==> src/rtl/lsu_defs_pkg.sv <==
// Shared load/store type codes, FSM encoding and access legality check
// for the load/store memory sequencer.
package lsu_defs;

  localparam logic [2:0] LT_LW   = 3'd0;
  localparam logic [2:0] LT_LBU  = 3'd1;
  localparam logic [2:0] LT_LB   = 3'd2;
  localparam logic [2:0] LT_LHU  = 3'd4;
  localparam logic [2:0] LT_LH   = 3'd5;
  localparam logic [2:0] LT_NONE = 3'd7;

  localparam logic [1:0] ST_SW   = 2'd0;
  localparam logic [1:0] ST_SB   = 2'd1;
  localparam logic [1:0] ST_SH   = 2'd2;
  localparam logic [1:0] ST_NONE = 2'd3;

  typedef enum logic [1:0] {
    S_IDLE     = 2'd0,
    S_WAIT_GNT = 2'd1,
    S_WAIT_RD  = 2'd2,
    S_FIN      = 2'd3
  } lsu_state_e;

  // True when exactly one of load/store is requested, the type is defined
  // and the address is naturally aligned for the access size.
  function automatic logic access_ok(input logic       ld,
                                     input logic       st,
                                     input logic [2:0] lt,
                                     input logic [1:0] sty,
                                     input logic [1:0] a);
    logic ok;
    ok = 1'b0;
    if (ld && !st) begin
      case (lt)
        LT_LW:         ok = (a == 2'b00);
        LT_LB, LT_LBU: ok = 1'b1;
        LT_LH, LT_LHU: ok = !a[0];
        default:       ok = 1'b0;
      endcase
    end else if (st && !ld) begin
      case (sty)
        ST_SW:   ok = (a == 2'b00);
        ST_SB:   ok = 1'b1;
        ST_SH:   ok = !a[0];
        default: ok = 1'b0;
      endcase
    end
    return ok;
  endfunction

endpackage

==> src/rtl/lsu_lane_align.sv <==
// Byte-lane steering: byte enables and replicated store data on the way out,
// lane extraction and sign/zero extension of load data on the way back.
module lsu_lane_align
  import lsu_defs::*;
(
  input  logic        is_store,
  input  logic [2:0]  load_type,
  input  logic [1:0]  store_type,
  input  logic [1:0]  addr_lo,
  input  logic [31:0] wdata,
  input  logic [31:0] rdata_word,
  output logic [3:0]  be,
  output logic [31:0] wdata_lane,
  output logic [31:0] rdata_ext
);

  logic [15:0] shifted;

  assign shifted = 16'(rdata_word >> {addr_lo, 3'b000});

  always_comb begin
    be         = 4'b1111;
    wdata_lane = wdata;
    rdata_ext  = rdata_word;
    if (is_store) begin
      case (store_type)
        ST_SB: begin
          be         = 4'b0001 << addr_lo;
          wdata_lane = {4{wdata[7:0]}};
        end
        ST_SH: begin
          be         = 4'b0011 << addr_lo;
          wdata_lane = {2{wdata[15:0]}};
        end
        default: ;
      endcase
    end else begin
      case (load_type)
        LT_LB: begin
          be        = 4'b0001 << addr_lo;
          rdata_ext = {{24{shifted[7]}}, shifted[7:0]};
        end
        LT_LBU: begin
          be        = 4'b0001 << addr_lo;
          rdata_ext = {24'd0, shifted[7:0]};
        end
        LT_LH: begin
          be        = 4'b0011 << addr_lo;
          rdata_ext = {{16{shifted[15]}}, shifted};
        end
        LT_LHU: begin
          be        = 4'b0011 << addr_lo;
          rdata_ext = {16'd0, shifted};
        end
        default: ;
      endcase
    end
  end

endmodule

==> src/rtl/lsu_mem_sequencer.sv <==
// One data-memory access per instruction over a req/gnt/rvalid port, with
// stall, completion pulse, error reporting and an access timeout.
module lsu_mem_sequencer
  import lsu_defs::*;
#(
  parameter int ADDR_W  = 32,
  parameter int TIMEOUT = 255
) (
  input  logic              clk,
  input  logic              rst_n,
  input  logic              start,
  input  logic              is_load,
  input  logic              is_store,
  input  logic [2:0]        load_type,
  input  logic [1:0]        store_type,
  input  logic [ADDR_W-1:0] addr,
  input  logic [31:0]       wdata,
  output logic              mem_req,
  output logic              mem_we,
  output logic [ADDR_W-1:0] mem_addr,
  output logic [3:0]        mem_be,
  output logic [31:0]       mem_wdata,
  input  logic              mem_gnt,
  input  logic              mem_rvalid,
  input  logic [31:0]       mem_rdata,
  output logic              stall,
  output logic              done,
  output logic [31:0]       rdata,
  output logic              err
);

  localparam logic [7:0] TO_LAST = 8'(TIMEOUT - 1);

  lsu_state_e        state_q, state_d;
  logic [7:0]        cnt_q, cnt_d;
  logic [ADDR_W-1:0] addr_q;
  logic [31:0]       wdata_q, rdata_q;
  logic              st_q, err_q, err_d;
  logic [2:0]        lt_q;
  logic [1:0]        sty_q;
  logic              capture, load_rd, legal, timeout_hit;
  logic [3:0]        be;
  logic [31:0]       wdata_lane, rdata_ext;

  assign legal       = access_ok(is_load, is_store, load_type, store_type, addr[1:0]);
  assign timeout_hit = (cnt_q == TO_LAST);

  lsu_lane_align u_align (
    .is_store   (st_q),
    .load_type  (lt_q),
    .store_type (sty_q),
    .addr_lo    (addr_q[1:0]),
    .wdata      (wdata_q),
    .rdata_word (mem_rdata),
    .be         (be),
    .wdata_lane (wdata_lane),
    .rdata_ext  (rdata_ext)
  );

  always_ff @(posedge clk or negedge rst_n) begin
    if (!rst_n) begin
      state_q <= S_IDLE;
      cnt_q   <= 8'd0;
      err_q   <= 1'b0;
      addr_q  <= '0;
      wdata_q <= 32'd0;
      st_q    <= 1'b0;
      lt_q    <= LT_NONE;
      sty_q   <= ST_NONE;
      rdata_q <= 32'd0;
    end else begin
      state_q <= state_d;
      cnt_q   <= cnt_d;
      err_q   <= err_d;
      if (capture) begin
        addr_q  <= addr;
        wdata_q <= wdata;
        st_q    <= is_store;
        lt_q    <= load_type;
        sty_q   <= store_type;
      end
      if (load_rd) rdata_q <= rdata_ext;
    end
  end

  // A real response in the same cycle as the timeout wins over the abort.
  always_comb begin
    state_d = state_q;
    cnt_d   = cnt_q + 8'd1;
    err_d   = err_q;
    capture = 1'b0;
    load_rd = 1'b0;
    stall   = 1'b0;
    case (state_q)
      S_IDLE: begin
        cnt_d = 8'd0;
        if (start) begin
          capture = 1'b1;
          if (legal) begin
            stall   = 1'b1;
            state_d = S_WAIT_GNT;
            err_d   = 1'b0;
          end else begin
            state_d = S_FIN;
            err_d   = 1'b1;
          end
        end
      end
      S_WAIT_GNT: begin
        stall = 1'b1;
        if (mem_gnt) begin
          cnt_d   = 8'd0;
          state_d = st_q ? S_FIN : S_WAIT_RD;
          err_d   = 1'b0;
        end else if (timeout_hit) begin
          state_d = S_FIN;
          err_d   = 1'b1;
        end
      end
      S_WAIT_RD: begin
        stall = 1'b1;
        if (mem_rvalid) begin
          load_rd = 1'b1;
          state_d = S_FIN;
          err_d   = 1'b0;
        end else if (timeout_hit) begin
          state_d = S_FIN;
          err_d   = 1'b1;
        end
      end
      S_FIN: begin
        cnt_d   = 8'd0;
        state_d = S_IDLE;
      end
      default: state_d = S_IDLE;
    endcase
  end

  assign mem_req   = (state_q == S_WAIT_GNT);
  assign mem_we    = mem_req & st_q;
  assign mem_addr  = mem_req ? {addr_q[ADDR_W-1:2], 2'b00} : '0;
  assign mem_be    = mem_req ? be : 4'd0;
  assign mem_wdata = mem_we ? wdata_lane : 32'd0;
  assign done      = (state_q == S_FIN);
  assign err       = done & err_q;
  assign rdata     = rdata_q;

endmodule
==> config.mk <==
export PLATFORM = sky130hd
export DESIGN_NAME = lsu_mem_sequencer
export DESIGN_NICKNAME = d
export VERILOG_FILES = /design/src/rtl/lsu_defs_pkg.sv /design/src/rtl/lsu_lane_align.sv /design/src/rtl/lsu_mem_sequencer.sv
export SDC_FILE = /design/constraint.sdc
export NUM_CORES = 1
export LEC_CHECK = 0
export CORE_MARGIN = 8
export CORE_UTILIZATION = 55
export CTS_CLUSTER_SIZE = 30
export DETAILED_ROUTE_END_ITERATION = 6
export DONT_BUFFER_PORTS = 1
export PLACE_DENSITY = 0.7
export SKIP_CTS_REPAIR_TIMING = 1
export SLEW_MARGIN = 20
export SYNTH_ARGS = -nofsm -noshare
export SYNTH_HDL_FRONTEND = slang
export SYNTH_SLANG_ARGS = --single-unit
==> constraint.sdc <==
create_clock -name clk -period 2.6 [get_ports clk]
set_input_delay 0.52 -clock clk [delete_from_list [all_inputs] [get_ports clk]]
set_output_delay 0.52 -clock clk [all_outputs]
set_load 0.005 [all_outputs]
==> flow_metrics.tcl, run 1 <==
set metrics [dict create \
    critPathKind "flip-flop to primary output" \
    layout_setup_ws_ps 36.1 \
    numCtsBuffers 17 \
    final_hold_viol_count 113 \
    worstPathRequired_ps 2080 \
    clockBufferDepth 2 \
    p_per_area_nw_per_um2 1380 \
    maxCapViolCount 0 \
    die_x_um 120 \
    met2_usage_pct 34.8 \
    finalCriticalPeriod_ps 2560 \
    cts_root_buffer "clkbuf_8" \
    synth_area_um2 6000 \
    port_buffers 0 \
    dieArea_um2 14500 \
    final_layout_size_suffix_gt1_share_pct 30.0 \
    grt_overflow_total 0 \
    yosys.area.top_type "dfrtp_1" \
    cts_tree "yes" \
    async_flop_share_pct 100 \
    ys_seq_elements 113 \
    dp_hpwl_um 12000 \
    violations "negative hold slack" \
    clkSinkCount 113 \
    synth_common_cells "dfrtp_1, mux2_2, nand2_1" \
    rsz0062_at_grt "yes" \
    pin_count 213 \
    clk_latency_ps 510 \
    fin_skew_ps 5.38 \
    p_leak_nw 3.03 \
    tightest_slew_ps 996 \
    synth_cells 557 \
    cp-end-kind "primary output" \
    coreArea_um2 10700 \
    finalWirelength_um 16600 \
    drc 0 \
    wire_per_inst_um 23.3 \
    whs_ps -300 \
    htree_levels 4 \
    synth_edf_count 0 \
    antenna_found_initial 0 \
    vias 4489 \
    synth_area_leaders "dfrtp_1, mux2_2, and2_1" \
    initial_core_util_pct 55.8 \
    yosysWarnings 0 \
    yosysSeqAreaShare_pct 47.3 \
    n_antenna_cell 0 \
    setup_viol 0 \
    area_delta_synth_final_pct 16.5 \
    met3_usage_pct 10.7 \
    fin_setup_tns_ps 0 \
    synth_area_per_cell_um2 10.8 \
    grt_max_degree 114 \
    status "finished, violations left" \
    crit_path_start_kind "flip-flop" \
    fin_util_pct 65.0 \
    arrival_ps 2040 \
    grt.busiest_layer "met2" \
    drtPass1Iterations 4 \
    netlist.area_leader.share_pct 45.1 \
    relSlewSlack_pct 33.5 \
    yosysMostFrequentCell "dfrtp_1" \
    yosys_most_used_dff "dfrtp_1" \
    routed_via_density 6.32 \
    drtAntennaViolNets 0 \
    maxSlewViolCount 0 \
    fmax_mhz 390 \
    hp-class "primary input to asynchronous set/reset pin" \
    peakVddDrop_v 0.000826 \
    track_usage_pct 22.7 \
    met1_usage_pct 26.3 \
    die_h_um 120 \
    clk_pin_slew_worst_paths_ps 60 \
    worst-path-max-fanout 14 \
    yosysUniqueCellTypes 55 \
    globalplace.congestion 0.826 \
    nNetsFinal 678 \
    drt_iter0_drc 356 \
    grt_pass1_vias 4818 \
    num_rows 38 \
    post-place-ws_ps 331 \
    post-route-period-util_pct 98.6 \
    grt_pass1_wl_um 26100 \
]
-- per-layer routing --
| layer | share of wire [%] | wire, um | vias to the layer above |
|---|---|---|---|
| met5 | 0 | 0 | - |
| met4 | 3.3 | 540 | 0 |
| met3 | 11 | 1860 | 41 |
| met2 | 46 | 7600 | 210 |
| met1 | 40 | 6570 | 2236 |
| li1 | - | - | 2002 |
-- cell usage in the layout, fill, tap and decap left out, drive strengths merged, types with 8 or more instances in the layout --
cell type	count
o21ai	29
o22ai	8
clkbuf	21
dfrtp	108
nand2	38
and3	10
a21boi	17
inv	13
ha	12
buf	20
o21a	15
a22o	9
and2	34
nor2	32
a221oi	8
mux2	77
a22oi	14
a21oi	14
-- cells by family after synthesis --
group | share of synthesized area [%]
adder cells (fa/ha/maj) | 2.50
XOR/XNOR | 1.17
AND/OR/NAND/NOR | 12.7
AO/OA/AOI/OAI | 16.7
buffers and inverters | 3.65
other | 0.0625
multiplexers | 16.0
flip-flops | 47.3
-- report_power, final --
part / switching (mW) / internal [mW]
registers: 0.749 / 2.65
logic: 1.97 / 1.78
clock network: 0.781 / 1.72
total: 3.50 / 6.15
-- state kept, by name (all words and copies together), names as in the netlist --
name / count
lt_q: 3
state_q: 2
sty_q: 2
wdata_q: 32
err_q: 1
rdata: 32
st_q: 1
cnt_q: 8
addr_q: 32
-- worst paths after layout --
path	slack (ps)	endpoint	from	cells past startpoint
worst max-delay path	40	mem_wdata[31]	sty_q[0]	4
worst min-delay path	-300	rdata[14]	rst_n	0
worst max register to register	360	rdata[19]	lt_q[2]	4
worst min register to register	500	addr_q[15]	addr_q[15]	1
max in group asynchronous	2600	sty_q[0]	rst_n	0
min in group clk	100	state_q[1]	start	1
-- worst max-delay path: stages, from the launching register on --
cell and delay (ps):
dfstp_2 560, ha_2 390, a22oi_1 150, a21oi_1 240, o21a_1 190
-- area by class of cell --
class | count | area [um2]
fill | 819 | 3760
multi-input combinational | 392 | 3100
sequential | 113 | 2840
clock buffer | 21 | 459
clock inverter | 10 | 181
tap | 140 | 175
timing repair buffer | 20 | 171
inverter | 14 | 56.3
-- stage by stage --
stage / cell area (um2) / cells / power (mW)
after floorplan: 6000 / 558 / 5.81
after detailed placement: 6160 / 677 / 6.80
after global placement: 6160 / 677 / 6.61
final: 6980 / 710 / 9.66
after global routing: 6980 / 710 / 10.3
after CTS: 6800 / 708 / 9.33
No activity file was read; power rests on OpenSTA's default activity.
==> run 2, diff against run 1 <==
--- a/config.mk
+++ b/config.mk
@@ -5,7 +5,6 @@
 export SDC_FILE = /design/constraint.sdc
 export NUM_CORES = 1
 export LEC_CHECK = 0
-export CORE_MARGIN = 8
 export CORE_UTILIZATION = 55
 export CTS_CLUSTER_SIZE = 30
 export DETAILED_ROUTE_END_ITERATION = 6
==> run 2 against run 1 <==
Against the previous run: the flow still finishes with violations (negative hold slack); die area fell by 22%; register-to-register slack improved by 170 ps; final cell count decreased by 0.28%; first-iteration DRC count up 12%; clock-buffer cell count is 2 higher; via count down 1.3%; design area is 1.0% lower; combinational power about the same; clock power down 10%; hold slack worse by 9.9 ps; non-clock buffer count up 1; fmax rose by 1.1%; highest routed layer unchanged.
==> flow_metrics.tcl, run 2 (synthesis results as in run 1) <==
set metrics [dict create \
    status "finished, violations left" \
    violations "negative hold slack" \
    clkSinkCount 113 \
    nNetsFinal 679 \
    n_antenna_cell 0 \
    maxSlewViolCount 0 \
    grt_max_degree 114 \
    reg2reg_slack_ps 530 \
    worst-path-max-fanout 7 \
    met3_usage_pct 8.83 \
    grt_pass1_wl_um 23600 \
    worstPathRequired_ps 2080 \
    final.fill_count 792 \
    numCtsBuffers 17 \
    globalplace.congestion 0.859 \
    arrival_ps 2020 \
    finalWirelength_um 14900 \
    whs_ps -309 \
    setup_viol 0 \
    rsz0062_at_grt "yes" \
    finalCriticalPeriod_ps 2540 \
    final_layout_size_suffix_gt1_share_pct 30.1 \
    area_delta_synth_final_pct 15.3 \
    initial_core_util_pct 57.3 \
    p_leak_nw 2.97 \
    drtAntennaViolNets 0 \
    dieArea_um2 11300 \
    final_cell_mix "dfrtp_1, mux2_2, nand2_1, and2_1, nor2_1" \
    reg2regPathDepth 6 \
    cp-end-kind "primary output" \
    r2r-end "rdata[27]" \
    drt_iter0_drc 398 \
    htree_levels 4 \
    grt_pass1_vias 4357 \
    num_rows 37 \
    dp_hpwl_um 10400 \
    multi_input_area_um2 3100 \
    track_usage_pct 27.3 \
    hp-class "primary input to asynchronous set/reset pin" \
    cts_tree "yes" \
    drc 0 \
    fin_area_um2 6910 \
    die_x_um 106 \
    maxCapViolCount 0 \
    grt_overflow_total 0 \
    fmax_mhz 394 \
    tightest_slew_ps 745 \
    fin_setup_tns_ps 0 \
    critPathLaunch "sty_q[0]" \
    final_hold_viol_count 113 \
    p_per_area_nw_per_um2 1350 \
    peakVddDrop_v 0.000624 \
    clockBufferDepth 2 \
    critPathKind "flip-flop to primary output" \
    vias 4431 \
    ff_latch_area_um2 2840 \
    port_buffers 0 \
    met2_usage_pct 42.6 \
    drtPass1Iterations 4 \
    wire_per_inst_um 21.1 \
    pin_count 213 \
    cts_root_buffer "clkbuf_8" \
    die_h_um 106 \
    coreArea_um2 10500 \
    crit_path_start_kind "flip-flop" \
    post-route-period-util_pct 97.5 \
    fin_skew_ps 6.85 \
    worstReg2RegStart "lt_q[2]" \
    clk_latency_ps 530 \
    placed_area_um2 6140 \
    relSlewSlack_pct 49.8 \
    routed_via_density 6.26 \
    antenna_found_initial 0 \
    grt.busiest_layer "met2" \
    clk_pin_slew_worst_paths_ps 60 \
    final_common_cell "dfrtp_1" \
    met1_usage_pct 35.9 \
]
## run 2: cell count changes in the layout (fill, tap and decap cells not counted), moves of 2 or more
cell,previous run,this run
nor2b_2,0,2
a221oi_2,5,2
a221oi_1,2,5
a21oi_2,1,4
buf_6,3,1
clkbuf_1,1,3
buf_4,15,19
bufinv_16,5,2
a21oi_1,13,10
nor2b_4,2,0
## run 2: layout make-up
| type | instances | area share [%] |
|---|---|---|
| inverter | 14 | 0.760 |
| tap | 136 | 2.46 |
| clock buffer | 23 | 6.75 |
| timing repair buffer | 21 | 2.52 |
| clock inverter | 9 | 1.54 |
| sequential | 113 | 41.1 |
| multi-input combinational | 392 | 44.9 |
## run 2: how the worst max path moves through the flow
stage / cells past startpoint / slack (ps) / to
detailed placement: 6 / 350 / mem_wdata[20]
global placement: 6 / 410 / mem_wdata[20]
floorplan: 5 / 270 / mem_wdata[16]
finish: 6 / 60 / mem_be[0]
CTS: 6 / -220 / mem_wdata[20]
global route: 5 / -60 / mem_be[2]
## run 2: metal layers
metal	part of all wire [%]	vias up
met5	0	-
met4	1.5	0
met3	8.2	20
met2	48	203
met1	43	2206
li1	-	2002
## run 2: report_power, final
group          internal, mW  total (mW)  switching (mW)
registers              2.65        3.35           0.701
logic                  1.79        3.76            1.97
clock network          1.43        2.24           0.803
## run 2: metrics by stage
stage,setup slack (ps),power (mW),std cells,hold WS [ps],util [%]
CTS,-218,8.97,704,-333,64.1
global route,-63.0,9.94,708,-341,66.0
floorplan,267,5.81,558,224,-
finish,64.0,9.35,708,-309,66.0
detailed placement,351,6.71,672,227,58.6
global placement,413,6.54,672,227,58.6
## run 2: critical path, stage by stage, from the launching register on
cell	delay [ps]
dfstp_2	550
inv_2	40
ha_4	220
nand2b_4	180
o31ai_4	230
o21ai_1	90
and2_4	170
